--- src/rtl/nibble_serial_adder.sv ---
// rtl/nibble_serial_adder.sv - W-bit adder built from one 4-bit slice, one nibble per clock (optional ovf via NSA_OVF_EN)
module nibble_serial_adder #(
    parameter int NIBBLES = 4,
    localparam int W = 4 * NIBBLES
) (
    input  logic         clk,
    input  logic         rst_n,
    input  logic         start,
    input  logic [W-1:0] a,
    input  logic [W-1:0] b,
    input  logic         ci,
    output logic         busy,
    output logic         done,
    output logic [W-1:0] s,
`ifdef NSA_OVF_EN
    output logic         ovf,
`endif
    output logic         co
);

    localparam int IW = (NIBBLES > 1) ? $clog2(NIBBLES) : 1;
    localparam logic [IW-1:0] LAST = IW'(NIBBLES - 1);

    typedef enum logic [1:0] {
        IDLE = 2'd0,
        RUN  = 2'd1,
        DONE = 2'd2
    } state_t;

    state_t        state_q, state_d;
    logic [W-1:0]  a_q, a_d;
    logic [W-1:0]  b_q, b_d;
    logic [W-1:0]  work_q, work_d;
    logic [W-1:0]  s_q, s_d;
    logic          carry_q, carry_d;
    logic          co_q, co_d;
    logic [IW-1:0] idx_q, idx_d;
`ifdef NSA_OVF_EN
    logic          ovf_q, ovf_d;
`endif

    logic [3:0]    a_nib;
    logic [3:0]    b_nib;
    logic [4:0]    slice;
    logic [W-1:0]  work_nxt;

    // Single 4-bit slice plus next-state/datapath update for the FSM
    always_comb begin
        state_d  = state_q;
        a_d      = a_q;
        b_d      = b_q;
        work_d   = work_q;
        s_d      = s_q;
        carry_d  = carry_q;
        co_d     = co_q;
        idx_d    = idx_q;
`ifdef NSA_OVF_EN
        ovf_d    = ovf_q;
`endif
        a_nib    = a_q[4*idx_q +: 4];
        b_nib    = b_q[4*idx_q +: 4];
        slice    = {1'b0, a_nib} + {1'b0, b_nib} + {4'b0000, carry_q};
        work_nxt = work_q;
        work_nxt[4*idx_q +: 4] = slice[3:0];

        case (state_q)
            IDLE: begin
                if (start) begin
                    a_d     = a;
                    b_d     = b;
                    carry_d = ci;
                    idx_d   = '0;
                    state_d = RUN;
                end
            end
            RUN: begin
                work_d  = work_nxt;
                carry_d = slice[4];
                idx_d   = idx_q + IW'(1);
                if (idx_q == LAST) begin
                    idx_d   = '0;
                    s_d     = work_nxt;
                    co_d    = slice[4];
`ifdef NSA_OVF_EN
                    // carry into the MSB is recovered from the MSB sum bit and its operand bits
                    ovf_d   = (a_nib[3] ^ b_nib[3] ^ slice[3]) ^ slice[4];
`endif
                    state_d = DONE;
                end
            end
            DONE: begin
                state_d = IDLE;
            end
            default: begin
                state_d = IDLE;
            end
        endcase
    end

    // State and datapath registers; reset aborts any add in flight
    always_ff @(posedge clk or negedge rst_n) begin
        if (!rst_n) begin
            state_q <= IDLE;
            a_q     <= '0;
            b_q     <= '0;
            work_q  <= '0;
            s_q     <= '0;
            carry_q <= 1'b0;
            co_q    <= 1'b0;
            idx_q   <= '0;
`ifdef NSA_OVF_EN
            ovf_q   <= 1'b0;
`endif
        end else begin
            state_q <= state_d;
            a_q     <= a_d;
            b_q     <= b_d;
            work_q  <= work_d;
            s_q     <= s_d;
            carry_q <= carry_d;
            co_q    <= co_d;
            idx_q   <= idx_d;
`ifdef NSA_OVF_EN
            ovf_q   <= ovf_d;
`endif
        end
    end

    assign busy = (state_q == RUN);
    assign done = (state_q == DONE);
    assign s    = s_q;
    assign co   = co_q;
`ifdef NSA_OVF_EN
    assign ovf  = ovf_q;
`endif

endmodule

--- config.mk ---
export PLATFORM = sky130hd
export DESIGN_NAME = nibble_serial_adder
export DESIGN_NICKNAME = d
export VERILOG_FILES = /design/src/rtl/nibble_serial_adder.sv
export SDC_FILE = /design/constraint.sdc
export NUM_CORES = 1
export LEC_CHECK = 0
export ABC_AREA = 1
export BUFFER_PORTS_ARGS = -buffer_cell sky130_fd_sc_hd__buf_4
export CAP_MARGIN = 5
export CORE_MARGIN = 4
export CORE_UTILIZATION = 55
export DETAILED_ROUTE_END_ITERATION = 16
export MAX_ROUTING_LAYER = met4
export PLACE_DENSITY = 0.84
export SYNTH_ARGS = -nofsm -noshare
export SYNTH_HDL_FRONTEND = slang
export SYNTH_SLANG_ARGS = --single-unit
--- constraint.sdc ---
create_clock -name clk -period 6.3 [get_ports clk]
set_input_delay 0.63 -clock clk [delete_from_list [all_inputs] [get_ports clk]]
set_output_delay 0.63 -clock clk [all_outputs]
set_load 0.02 [all_outputs]
==> impl_metrics.tcl <==
set metrics [dict create \
    cts_sinks 70 \
    synthArstFlopShare_pct 100 \
    initial_core_util_pct 56.5 \
    final_common_cell "nand2_1" \
    finClkSkew_ns 0.00563 \
    syn_inst 410 \
    hold_viol 0 \
    fmax_mhz 305 \
    crit_path_end_kind "flop" \
    synth_area_um2 3330 \
    die_area_um2 7360 \
    drcViolationCount 0 \
    outcome "finished clean" \
    final_nets 508 \
    max-cap-violations 0 \
    num_antenna_cells 0 \
    htreeDepth 3 \
    cts_resized 0 \
    coreArea_um2 5890 \
    ioPinCount 55 \
    rows 28 \
    maxSlewHeadroom_pct 42.3 \
    place_ws_ns 3.10 \
    ir_drop_mv 0.281 \
    post-cts-setup-buffer-count 0 \
    finalPower_mw 2.13 \
    syn_avg_cell_area_um2 8.11 \
    grt_pass1_vias 2810 \
    syn2layout_area_growth_pct 17.9 \
    grt_pass1_wl_um 12200 \
    antenna_found_initial 0 \
    fp.dieW_um 85.8 \
    cts-buffers-inserted 9 \
    worst_slack_ns 3.02 \
    powerDensity_nw_per_um2 543 \
    drive_gt1_share_pct 18.1 \
    yosysSeqAreaShare_pct 52.7 \
    synth-edff-count 0 \
    route.met3.wl_um 389 \
    drtAntennaViolNets 0 \
    met1Wirelength_um 2970 \
    rr_worst_depth 11 \
    clk_path_buf_depth 2 \
    place_area_um2 3750 \
    hpwl_um 5090 \
    grt_max_degree 71 \
    grt_setup_unrepaired "false" \
    maxUsedRoutingLayer "met4" \
    vias 2801 \
    drt-pass1-iter-count 5 \
    worstHoldPathType "input pin to async pin" \
    die_y_um 85.8 \
    critical_path.max_fanout 27 \
    p_leak_nw 2.11 \
    vias_per_cell 5.19 \
    dpl.cell_count 525 \
    ys_ff_latch 70 \
    cp-start-kind "flop" \
    drt_wl_total_um 7160 \
    ctsRootBufferMaster "clkbuf_8" \
    cts_tree "yes" \
    clkTransAtPathRegs_ns 0.07 \
    hold_buffers 0 \
    cp_data_required_time_ns 6.54 \
    fin_tns_setup_ns 0 \
    drtIter0Drc 159 \
    wl_per_cell_um 13.3 \
    min_period_over_period_pct 52.1 \
    grt.overflow.total 0 \
    syn_nets 457 \
    place.port_buffers 54 \
    ys_warn_count 0 \
    grt.total_usage_pct 21.6 \
    layout_min_cycle_time_ns 3.28 \
    gp_congestion 0.837 \
    wl_met2_um 3660 \
    final_cell_mix "197 x nand2_1, 70 x dfrtp_1, 55 x buf_4" \
    tightest_slew_ns 0.865 \
    setup_viol 0 \
    critPathKind "flop to flop" \
    ys_types 25 \
    synthFlopType "dfrtp_1" \
    insertion_delay_ns 0.35 \
    worst_ep_arrival_time_ns 3.52 \
    slew_violations 0 \
    instances_no_fill 540 \
    fin_area_um2 3920 \
]
==> layout make-up <==
type	instances	area, um^2
Clock buffer	14	163
Clock inverter	1	5.00
Fill cell	525	1960
Inverter	29	109
Multi-Input combinational cell	296	1390
Sequential cell	70	1750
Tap cell	75	93.8
Timing Repair Buffer	55	413
==> worst max-delay path: stages, from the launching register on <==
cell	delay (ns)
dfrtp_1	0.87
inv_2	0.33
o21ai_0	0.29
o22ai_1	0.12
fa_1	0.42
fa_1	0.42
xnor2_1	0.33
nor2_1	0.08
nand2_1	0.11
o21ai_2	0.07
nand2_1	0.06
nand2_1	0.06
==> report_power, final <==
| group | internal, mW | switching (mW) | total (mW) |
|---|---|---|---|
| registers | 0.627 | 0.131 | 0.759 |
| clock network | 0.162 | 0.156 | 0.319 |
| logic | 0.369 | 0.683 | 1.05 |
| total | 1.16 | 0.971 | 2.13 |
==> worst paths after layout <==
| path | slack (ns) | endpoint | startpoint |
|---|---|---|---|
| max in group asynchronous | 5.34 | s[1]$_DFFE_PN0P_ | rst_n |
| min in group clk | 0.48 | b_q[3]$_DFFE_PN0P_ | b[3] |
| setup / recovery | 3.02 | work_q[6]$_DFFE_PN0P_ | idx_q[0]$_DFFE_PN0P_ |
| setup reg to reg | 3.02 | work_q[6]$_DFFE_PN0P_ | idx_q[0]$_DFFE_PN0P_ |
| hold reg to reg | 0.48 | a_q[4]$_DFFE_PN0P_ | a_q[4]$_DFFE_PN0P_ |
| hold / removal | 0.38 | s[5]$_DFFE_PN0P_ | rst_n |
==> kinds of logic after synthesis <==
kind of cell | share of synthesized area (%)
AND/OR/NAND/NOR | 27.2
flip-flops | 52.7
AO/OA/AOI/OAI | 9.67
buffers and inverters | 5.68
adder cells (fa/ha/maj) | 4.59
XOR/XNOR | 0.263
==> flip-flops by register name, summed over array words and instances (netlist names) <==
signal,cells
a_q,16
b_q,16
s,16
work_q,16
idx_q,2
state_q,2
carry_q,1
co,1
==> per-stage QoR <==
| step | util [%] | hold WS [ns] |
|---|---|---|
| final | 66.6 | 0.379 |
| after global routing | 66.6 | 0.466 |
| after CTS | 66.6 | 0.426 |
| after detailed placement | 63.8 | 0.459 |
| after global placement | 63.8 | 0.456 |
| after floorplan | - | 0.334 |
==> routing by layer <==
layer | up-vias | GRT usage [%]
li1 | 1397 | -
met1 | 1319 | 25.2
met2 | 74 | 36.1
met3 | 11 | 4.71
met4 | 0 | 9.21
met5 | - | -
==> cells in the mapped netlist, types with 3 or more instances <==
cell type | instances | share of area, %
nand2_1 | 197 | 22
dfrtp_1 | 70 | 53
inv_1 | 22 | 2.5
nor2_1 | 21 | 2.4
o21ai_1 | 16 | 2.4
o21ai_0 | 15 | 2.3
o22ai_1 | 15 | 2.8
buf_2 | 10 | 1.5
ha_1 | 9 | 3.4
inv_2 | 7 | 0.79
nand3_1 | 4 | 0.60
nand4_1 | 4 | 0.75
clkbuf_1 | 3 | 0.34
Note: power is estimated with default switching activity, not from simulation.
